**src/rtl/regfile_wb_sched.sv**
```systemverilog
// regfile_wb_sched
// Sole owner of the register-file write port. Arbitrates between three
// write-back requesters (ALU result pair, load, move/incr/decr) and emits at
// most one register write per cycle.
//
// Ports:
//   clk, rst_n               clock (rising edge), async active-low reset
//   alu_valid/alu_r/alu_s    ALU pair: alu_r -> reg 0x0, alu_s -> reg 0x1
//   alu_ready                ALU request accepted this cycle
//   ld_valid/ld_dst/ld_data  load write-back request
//   ld_ready                 load request accepted this cycle
//   mv_valid/mv_dst/mv_data  move write-back request
//   mv_ready                 move request accepted this cycle
//   wr_en/wr_addr/wr_data    registered register-file write port
//   rd_addr                  register the decoder is about to read
//   rd_hazard                rd_addr is the target of the write at the next edge
//   err                      one-cycle pulse: LD/MV to reg 0x0/0x1/0xF dropped
//   busy                     second ALU write pending or write on the port
//
// Build option:
//   WB_RR_EN  round-robin arbitration over ALU, LD, MV instead of the
//             default fixed priority ALU > LD > MV.
module regfile_wb_sched (
  input  logic       clk,
  input  logic       rst_n,
  input  logic       alu_valid,
  input  logic [7:0] alu_r,
  input  logic [7:0] alu_s,
  output logic       alu_ready,
  input  logic       ld_valid,
  input  logic [3:0] ld_dst,
  input  logic [7:0] ld_data,
  output logic       ld_ready,
  input  logic       mv_valid,
  input  logic [3:0] mv_dst,
  input  logic [7:0] mv_data,
  output logic       mv_ready,
  output logic       wr_en,
  output logic [3:0] wr_addr,
  output logic [7:0] wr_data,
  input  logic [3:0] rd_addr,
  output logic       rd_hazard,
  output logic       err,
  output logic       busy
);

  typedef enum logic {S_IDLE, S_ALU2} state_t;

  state_t     state;
  logic [7:0] alu_s_q;
  logic       idle;
  logic       grant_alu, grant_ld, grant_mv;
  logic       sel_any;
  logic [3:0] sel_dst;
  logic [7:0] sel_data;
  logic       sel_prot;

  // Reg 0x0/0x1 belong to the ALU pair and 0xF is the PC.
  function automatic logic is_protected(input logic [3:0] a);
    return (a == 4'h0) || (a == 4'h1) || (a == 4'hF);
  endfunction

  // rst_n is folded in so every ready drops the moment reset asserts.
  assign idle = rst_n && (state == S_IDLE);

`ifdef WB_RR_EN
  typedef enum logic [1:0] {P_ALU, P_LD, P_MV} ptr_t;
  ptr_t rr_ptr;

  always_comb begin
    grant_alu = 1'b0;
    grant_ld  = 1'b0;
    grant_mv  = 1'b0;
    if (idle) begin
      case (rr_ptr)
        P_LD: begin
          if (ld_valid)       grant_ld  = 1'b1;
          else if (mv_valid)  grant_mv  = 1'b1;
          else if (alu_valid) grant_alu = 1'b1;
        end
        P_MV: begin
          if (mv_valid)       grant_mv  = 1'b1;
          else if (alu_valid) grant_alu = 1'b1;
          else if (ld_valid)  grant_ld  = 1'b1;
        end
        default: begin
          if (alu_valid)      grant_alu = 1'b1;
          else if (ld_valid)  grant_ld  = 1'b1;
          else if (mv_valid)  grant_mv  = 1'b1;
        end
      endcase
    end
  end

  // Pointer moves to the requester after the one just granted.
  always_ff @(posedge clk or negedge rst_n) begin
    if (!rst_n) begin
      rr_ptr <= P_ALU;
    end else if (grant_alu) begin
      rr_ptr <= P_LD;
    end else if (grant_ld) begin
      rr_ptr <= P_MV;
    end else if (grant_mv) begin
      rr_ptr <= P_ALU;
    end
  end
`else
  always_comb begin
    grant_alu = idle && alu_valid;
    grant_ld  = idle && ld_valid && !alu_valid;
    grant_mv  = idle && mv_valid && !alu_valid && !ld_valid;
  end
`endif

  assign alu_ready = grant_alu;
  assign ld_ready  = grant_ld;
  assign mv_ready  = grant_mv;

  always_comb begin
    sel_any  = grant_ld || grant_mv;
    sel_dst  = grant_ld ? ld_dst  : mv_dst;
    sel_data = grant_ld ? ld_data : mv_data;
    sel_prot = is_protected(sel_dst);
  end

  // Only writes that will really reach the port count; dropped requests
  // never produce a value the decoder could wait for.
  always_comb begin
    rd_hazard = 1'b0;
    if (grant_alu && ((rd_addr == 4'h0) || (rd_addr == 4'h1)))
      rd_hazard = 1'b1;
    if ((state == S_ALU2) && (rd_addr == 4'h1))
      rd_hazard = 1'b1;
    if (sel_any && !sel_prot && (rd_addr == sel_dst))
      rd_hazard = 1'b1;
  end

  assign busy = (state == S_ALU2) || wr_en;

  always_ff @(posedge clk or negedge rst_n) begin
    if (!rst_n) begin
      state   <= S_IDLE;
      wr_en   <= 1'b0;
      wr_addr <= '0;
      wr_data <= '0;
      err     <= 1'b0;
      alu_s_q <= '0;
    end else begin
      case (state)
        S_ALU2: begin
          wr_en   <= 1'b1;
          wr_addr <= 4'h1;
          wr_data <= alu_s_q;
          err     <= 1'b0;
          state   <= S_IDLE;
        end
        default: begin
          wr_en <= 1'b0;
          err   <= 1'b0;
          if (grant_alu) begin
            wr_en   <= 1'b1;
            wr_addr <= 4'h0;
            wr_data <= alu_r;
            alu_s_q <= alu_s;
            state   <= S_ALU2;
          end else if (sel_any) begin
            if (sel_prot) begin
              err <= 1'b1;
            end else begin
              wr_en   <= 1'b1;
              wr_addr <= sel_dst;
              wr_data <= sel_data;
            end
          end
        end
      endcase
    end
  end

endmodule

```
**config.mk**
```make
export PLATFORM = sky130hd
export DESIGN_NAME = regfile_wb_sched
export DESIGN_NICKNAME = d
export VERILOG_FILES = /design/src/rtl/regfile_wb_sched.sv
export SDC_FILE = /design/constraint.sdc
export NUM_CORES = 1
export LEC_CHECK = 0
export BUFFER_PORTS_ARGS = -buffer_cell sky130_fd_sc_hd__buf_2
export CELL_PAD_IN_SITES_DETAIL_PLACEMENT = 0
export CELL_PAD_IN_SITES_GLOBAL_PLACEMENT = 1
export CORE_AREA = 2 2 66 68
export CTS_BUF_LIST = sky130_fd_sc_hd__clkbuf_2
export DETAILED_ROUTE_END_ITERATION = 7
export DIE_AREA = 0 0 68 70
export PLACE_DENSITY_LB_ADDON = 0.1
export SKIP_CTS_REPAIR_TIMING = 1
export SLEW_MARGIN = 30
export SYNTH_ARGS = -nofsm -noshare
export SYNTH_HDL_FRONTEND = slang
export SYNTH_SLANG_ARGS = --single-unit
```
**constraint.sdc**
```tcl
create_clock -name clk -period 2 [get_ports clk]
set_input_delay 0.2 -clock clk [delete_from_list [all_inputs] [get_ports clk]]
set_output_delay 0.2 -clock clk [all_outputs]
set_load 0.005 [all_outputs]
```
# Word-level counts from Yosys, hierarchy flattened
# Index checks and enable logic that the tools add are counted.
# classes
n_mul	0
n_lt_le_gt_ge	0
addsub	0
n_eq_ne	5
n_div	0
shifts	0
n_mux	23
reduce_logical	24
n_bitwise	1
# op_table
cell	count
8-bit two-way mux	5
4-bit two-way mux	5
1-bit two-way mux	13
1-bit logical AND	11
4-bit by 1-bit equality test with 1-bit output, second input constant	2
4-bit logical NOT	2
1-bit logical OR	5
4-bit equality test	1
4-bit equality test, second input constant	1
2-bit AND reduction	2
1-bit logical NOT	3
3-bit != test, second input constant	1
3-bit nonzero test	1
1-bit inverter	1
# word_totals
out_inout_bits	19
ramBits	0
romBits	0
register_bits	23
n_memories	0
latchBits	0

# Longest topological paths before layout
# Gate-level depths: netlist of the first run.
# logic_depth
depth_word	12
depth_mapped	6
mapped_depth_nobuf	6

# Least setup slack after synthesis of the first run
# Ideal clock, no wire load.
# synth_path
path_type	reg-to-reg
start	register state
end	register wr_data[0]
arrival_ns	1.668
stages_incl_launch_ff	7
t_required_ns	1.875
slack_ns	0.207
path_buffers	1
path_cell_list	dfrtp_1 nor3b_4 nand2_2 o22ai_4 or2_1 buf_6 mux2_4
# synth_via
elab_chain_cells	10
word_cells_on_any_way	23
# synth_rtl
element	line	text
start, declared	49	state_t state;
start signal, assigned	142	state <= S_IDLE;
start signal, assigned	155	state <= S_IDLE;
start signal, assigned	165	state <= S_ALU2;
1-bit inverter (no source line)	--	
1-bit logical AND	64	assign idle = rst_n && (state == S_IDLE);
1-bit logical AND (2 in a row)	110	grant_ld = idle && ld_valid && !alu_valid;
4-bit two-way mux	121	sel_dst = grant_ld ? ld_dst : mv_dst;
4-bit by 1-bit equality test with 1-bit output / 4-bit logical NOT (equally long branches)	60	return (a == 4'h0) || (a == 4'h1) || (a == 4'hF);
1-bit logical OR (2 in a row)	60	
3-bit != test (no source line)	--	
2-bit AND reduction (no source line)	--	
end signal, assigned	153	wr_data <= alu_s_q;
end signal, assigned	163	wr_data <= alu_r;
end signal, assigned	172	wr_data <= sel_data;
end, declared	40	output logic [7:0] wr_data,
# Parallel ways exist; a longest one is shown, timed or not. The select of a mux whose other input is x is not followed.
# A chain may end at the register's enable or synchronous reset.

# Final worst setup path of the first run
# layout_path
start	register state
end	output rd_hazard
# layout_via
elab_chain_cells	12
word_cells_on_any_way	24
# layout_rtl
element	line	text
1-bit inverter (no source line)	--	
1-bit logical AND	64	
1-bit logical AND (2 in a row)	110	
4-bit two-way mux	121	
4-bit by 1-bit equality test with 1-bit output / 4-bit logical NOT (equally long branches)	60	
1-bit logical OR (2 in a row)	60	
1-bit logical NOT	134	if (sel_any && !sel_prot && (rd_addr == sel_dst))
1-bit logical AND (2 in a row)	134	
1-bit two-way mux (*)	134	
end, declared	42	output logic rd_hazard,
# Mark *: on every way between the ends. The rest lies on a longest branch, timed or not.

==> results.md, run 1 <==
- Yosys warning count: 0
- Clock power frac: 0.165
- Post-route ant nets: 0
- TritonCTS buffer count: 3
- Worst slack at placement: 0.145 ns
- Hold Fails Final Rpt: 0
- Net Sw Power: 0.000342 W
- Congestion Overflow GR: 0
- Multi-input gate area: 731 sq um
- Port bufs: 67
- Worst-Margin Slew: 0.356 ns
- LEAKAGE: 0.970 nW
- Starting Density: 0.327
- DRT iter0 DRCs: 61
- Die Ht: 70 um
- CP peak stage delay: 0.46 ns
- Antenna violations before repair: 0
- CP Max Fanout: 7
- Failing checks: setup timing
- # fillers: 421
- Fin crit share: 1.07
- Combinational share of power: 0.323
- Gpl congestion: 0.802
- Top FF cell, synth: dfrtp_1
- P&R area growth vs syn: 37.0%
- Placed Area: 1790 sq um
- Commonest non-fill, non-tap cells in the layout: 67 x buf_2, 23 x dfrtp_1, 10 x buf_4
- Die width: 68 um
- CTS tree: done
- Seq pwr share: 0.513
- Post-synthesis register bit count: 23
- Synthesized instance count: 122
- Commonest non-fill, non-tap cell in the layout: buf_2
- Net Sw Frac: 0.299
- Routed len/inst: 14.6 um
- Internal power: 0.000802 W
- Drt total wl: 3680 um
- Crit path launch type: register
- RSZ-0062 raised after global routing: yes
- Total track usage: 0.162
- Total Die Area: 4760 sq um
- Ys async rst share: 1.00
- Largest net degree at the start of global routing: 28
- Vias in the first global route: 1255
- Root Buffer: clkbuf_2
- Clock-pin slew of the registers on the worst-case setup and hold paths: 0.22 ns
- Final min period: 2.13 ns
- Slowest cell on crit path: dfrtp_1
- Seq/Total Area, Yosys: 0.425
- Nets: 249
- Setup crit end kind: primary output
- PwrDens: 616 nW/um^2
- Worst-path cell chain: nor3b_4 -> nand2_2 -> inv_4 -> nand3_1 -> a32o_1 -> o21ai_1 -> buf_2
- Peak VDD IR: 0.250 mV
- Util after Layout: 0.448
- Rows: 24
- Post-Syn Nets: 171
- First-pass GRT wire length: 5930 um
- Final setup vio count: 1
- Netlist Area Pre-Place: 1360 sq um
- Achievable clock frequency: 0.468 GHz
- Core ar.: 4140 sq um
- Clk sinks: 23
- Io pins: 68
- Fin. max-slew vios: 0
- CTS max path bufs: 2
- Hpwl dp: 2840 um
- CP required: 1.80 ns
- Sum Neg Setup Slack: -0.135 ns
- Post-route DRC: 0
- Layout cells sized above 1: 0.533
- Sequential cell area: 576 sq um
- Clock skew: 0.00202 ns
- Ant diodes: 0
- Setup ws final: -0.135 ns
- WP data arrival: 1.93 ns
- Yosys cell types: 34
- Crit Path Category: register to primary output
- Reg2Reg Setup Slack: 0.09 ns
- Vias/cell: 4.96
- HP Class: input port to register
- Status: finished, violations left
- DP Cell Count: 244
- Max-Cap Viols: 0
- Number of flops mapped to enable cells by yosys: 0
- Slew margin rel.: 0.761
- Clk_lat worst skew: 0.33 ns
- Design Area, Final: 1860 sq um
- Syn_area_per_cell: 11.1 sq um
- H-tree Lvls: 1
- Initial DRT Pass Iterations: 4
- Via count: 1245
- Final std cells w/o fill: 251
-- power groups by stage --
stage,logic [W],registers [W],clock network (W)
detailed placement,0.000365,0.000595,0
finish,0.000369,0.000586,0.000189
floorplan,0.000194,0.000594,0
global route,0.000408,0.000599,0.000229
CTS,0.000365,0.000588,0.000202
global placement,0.000358,0.000597,0
-- critical path: cells and delay by family, from the launching register on --
kind / cells / cell delay, ns
AND/OR/NAND/NOR: 3 / 0.56
flip-flops: 1 / 0.46
AO/OA/AOI/OAI: 2 / 0.34
buffers and inverters: 2 / 0.24
-- synthesized netlist by cell type, types with 2 or more instances --
cell,instances,area share
mux2i_1,8,0.059
a21oi_1,7,0.026
and3b_1,2,0.013
buf_2,2,0.0074
nor2b_1,2,0.0092
nand3_1,2,0.0074
a221oi_1,2,0.013
nand4_1,2,0.0092
dfrtp_1,23,0.42
o21ai_0,9,0.033
a22oi_1,9,0.050
o31ai_2,2,0.018
nor2_1,4,0.011
mux2_2,8,0.066
mux2_4,8,0.089
xor2_1,2,0.013
clkbuf_1,3,0.0083
a311oi_1,2,0.013
nand2_1,5,0.014
inv_1,6,0.017
-- routing by layer --
layer  vias to the layer above  part of all wire  track usage
li1                        612                 -            -
met1                       584              0.44        0.222
met2                        47              0.49        0.264
met3                         2             0.071       0.0258
met4                         0            0.0052       0.0400
met5                         -                 0            0
-- kinds of logic (layout without fill, tap and decap cells) --
family / after synthesis / after routing / share of synthesized area
buffers and inverters: 12 / 89 / 0.0406
AND/OR/NAND/NOR: 23 / 23 / 0.103
multiplexers: 24 / 24 / 0.214
AO/OA/AOI/OAI: 38 / 38 / 0.205
XOR/XNOR: 2 / 2 / 0.0129
flip-flops: 23 / 23 / 0.425
-- path summary, 6_finish.rpt --
path / from / endpoint / cells after the start
worst max-delay path: state / rd_hazard / 7
worst min-delay path: alu_s[2] / alu_s_q[2] / 2
worst max register to register: state / wr_data[5] / 6
worst min register to register: alu_s_q[0] / alu_s_q[0] / 1
max in group asynchronous: rst_n / err / 4
min in group asynchronous: rst_n / wr_addr[2] / 4
-- metrics by stage --
stage          hold WS (ns)  power, W
2_1_floorplan       -0.0956  0.000788
3_3_place_gp          0.276  0.000955
3_5_place_dp          0.276  0.000960
4_1_cts              -0.140   0.00115
5_1_grt              0.0192   0.00124
6_report             0.0759   0.00114
-- state kept, by name, indices dropped and copies added (netlist names) --
signal,flops
alu_s_q,8
err,1
state,1
wr_addr,4
wr_data,8
wr_en,1
-- final cells by class --
class / count / area share
clock inverter: 1 / 0.00270
clock buffer: 3 / 0.00809
multi-input combinational: 87 / 0.394
timing repair buffer: 79 / 0.237
inverter: 6 / 0.0135
sequential: 23 / 0.310
tap: 52 / 0.0350
(Power assumes the default switching activity.)
==> run 2: changes to the inputs <==
--- a/config.mk
+++ b/config.mk
@@ -5,13 +5,14 @@
 export SDC_FILE = /design/constraint.sdc
 export NUM_CORES = 1
 export LEC_CHECK = 0
-export BUFFER_PORTS_ARGS = -buffer_cell sky130_fd_sc_hd__buf_2
+export BUFFER_PORTS_ARGS = -buffer_cell sky130_fd_sc_hd__buf_4
 export CELL_PAD_IN_SITES_DETAIL_PLACEMENT = 0
 export CELL_PAD_IN_SITES_GLOBAL_PLACEMENT = 1
 export CORE_AREA = 2 2 66 68
 export CTS_BUF_LIST = sky130_fd_sc_hd__clkbuf_2
 export DETAILED_ROUTE_END_ITERATION = 7
 export DIE_AREA = 0 0 68 70
+export HOLD_SLACK_MARGIN = 0.08
 export PLACE_DENSITY_LB_ADDON = 0.1
 export SKIP_CTS_REPAIR_TIMING = 1
 export SLEW_MARGIN = 30
==> results.md, run 2 (synthesis results as in run 1) <==
- Status: finished, violations left
- Failing checks: setup timing
- CP Max Fanout: 6
- Initial DRT Pass Iterations: 4
- Final setup vio count: 1
- Sum Neg Setup Slack: -0.122 ns
- Io pins: 68
- Layout cells sized above 1: 0.533
- Multi-input gate area: 743 sq um
- Die width: 68 um
- Via count: 1327
- Congestion Overflow GR: 0
- Net Sw Frac: 0.283
- Port bufs: 67
- Design Area, Final: 2180 sq um
- Vias in the first global route: 1250
- Post-route DRC: 0
- CTS tree: done
- Reg2Reg Setup Slack: 0.06 ns
- Worst setup endpoint: rd_hazard
- PwrDens: 568 nW/um^2
- Vias/cell: 5.03
- Antenna violations before repair: 0
- H-tree Lvls: 1
- DRT iter0 DRCs: 34
- # fillers: 400
- Critical path launch point: state
- Post-route ant nets: 0
- Sequential cell area: 576 sq um
- Total track usage: 0.163
- Setup ws final: -0.122 ns
- Clk_lat worst skew: 0.32 ns
- Root Buffer: clkbuf_2
- CP required: 1.80 ns
- Setup crit end kind: primary output
- P&R area growth vs syn: 61.1%
- Hpwl dp: 2900 um
- Worst slack at placement: 0.120 ns
- Placed Area: 1960 sq um
- First-pass GRT wire length: 5900 um
- Util after Layout: 0.527
- Ant diodes: 0
- Total Die Area: 4760 sq um
- Largest net degree at the start of global routing: 28
- WP data arrival: 1.92 ns
- Worst r2r src: state
- CTS max path bufs: 2
- Fin. max-slew vios: 0
- Top flop regs: alu_s_q (8), wr_data (8), wr_addr (4)
- Combinational share of power: 0.372
- Clock power frac: 0.153
- Core ar.: 4140 sq um
- Worst-Margin Slew: 0.414 ns
- Commonest non-fill, non-tap cells in the layout: 79 x buf_4, 23 x dfrtp_1, 9 x a22oi_1, 9 x dlygate4sd3_1
- R2R cell count: 7
- Hold Fails Final Rpt: 0
- Clock-pin slew of the registers on the worst-case setup and hold paths: 0.21 ns
- Clock skew: 0.00509 ns
- Crit Path Category: register to primary output
- Starting Density: 0.327
- Gpl congestion: 0.854
- Max-Cap Viols: 0
- TritonCTS buffer count: 3
- Nets: 262
- Final min period: 2.12 ns
- HP Class: input port to register
- Slew margin rel.: 0.722
- Rows: 24
- Die Ht: 70 um
- Internal power: 0.000889 W
- Seq pwr share: 0.475
- Routed len/inst: 15.3 um
- RSZ-0062 raised after global routing: yes
- Crit path launch type: register
- Achievable clock frequency: 0.471 GHz
- Worst reg2reg endpoint: wr_data[4]
- Net Sw Power: 0.000351 W
- Commonest non-fill, non-tap cell in the layout: buf_4
- Drt total wl: 4040 um
- LEAKAGE: 1.10 nW
- Clk sinks: 23
- Fin crit share: 1.06
- Peak VDD IR: 0.235 mV
-- run 2: changes by cell type in the layout (fill, tap and decap cells not counted), moves of 2 or more --
cell           change
buf_12             +2
a21oi_2            +2
buf_4             +69
buf_2             -67
dlygate4sd3_1      +8
a21oi_1            -2
-- run 2: cell type report --
cell class | instances | area share
repair buffers | 92 | 0.346
inverters | 6 | 0.0115
well taps | 52 | 0.0298
flip-flops and latches | 23 | 0.264
clock buffers | 4 | 0.00917
multi-input cells | 87 | 0.340
-- run 2: power by group through the flow --
stage	sequential [W]	clock (W)	combinational (W)
after floorplan	0.000594	0	0.000194
after detailed placement	0.000599	0	0.000425
after global placement	0.000598	0	0.000417
after CTS	0.000590	0.000201	0.000426
after global routing	0.000601	0.000221	0.000499
final	0.000589	0.000190	0.000462
-- run 2: worst max-delay path: stages, from the launching register on --
cell and delay, ns:
dfrtp_1 0.46, nor3b_4 0.33, nand2_4 0.13, inv_4 0.11, nand3_1 0.08, a32o_1 0.22, o21ai_1 0.15, buf_4 0.13
-- run 2: layer usage --
| layer | GRT usage | routed length [um] | vias to the layer above |
|---|---|---|---|
| li1 | - | - | 637 |
| met1 | 0.206 | 1670 | 621 |
| met2 | 0.262 | 2020 | 65 |
| met3 | 0.0354 | 277 | 4 |
| met4 | 0.0733 | 65 | 0 |
| met5 | 0 | 0 | - |
-- run 2: worst min path at each step --
stage,slack (ns),depth (start not counted),start,endpoint
CTS,-0.15,2,rst_n,err
floorplan,-0.1,0,rst_n,alu_s_q[0]
detailed placement,0.25,2,rst_n,wr_addr[3]
finish,0.15,3,mv_dst[3],wr_addr[3]
global placement,0.25,2,rst_n,wr_addr[1]
global route,0.12,2,alu_valid,state
-- run 2: metrics by stage --
step           std cells  hold WS (ns)  power [W]
4_1_cts              246        -0.149    0.00122
2_1_floorplan        122       -0.0956   0.000788
6_report             264         0.153    0.00124
5_1_grt              264         0.124    0.00132
3_5_place_dp         242         0.247    0.00102
3_3_place_gp         242         0.247    0.00102
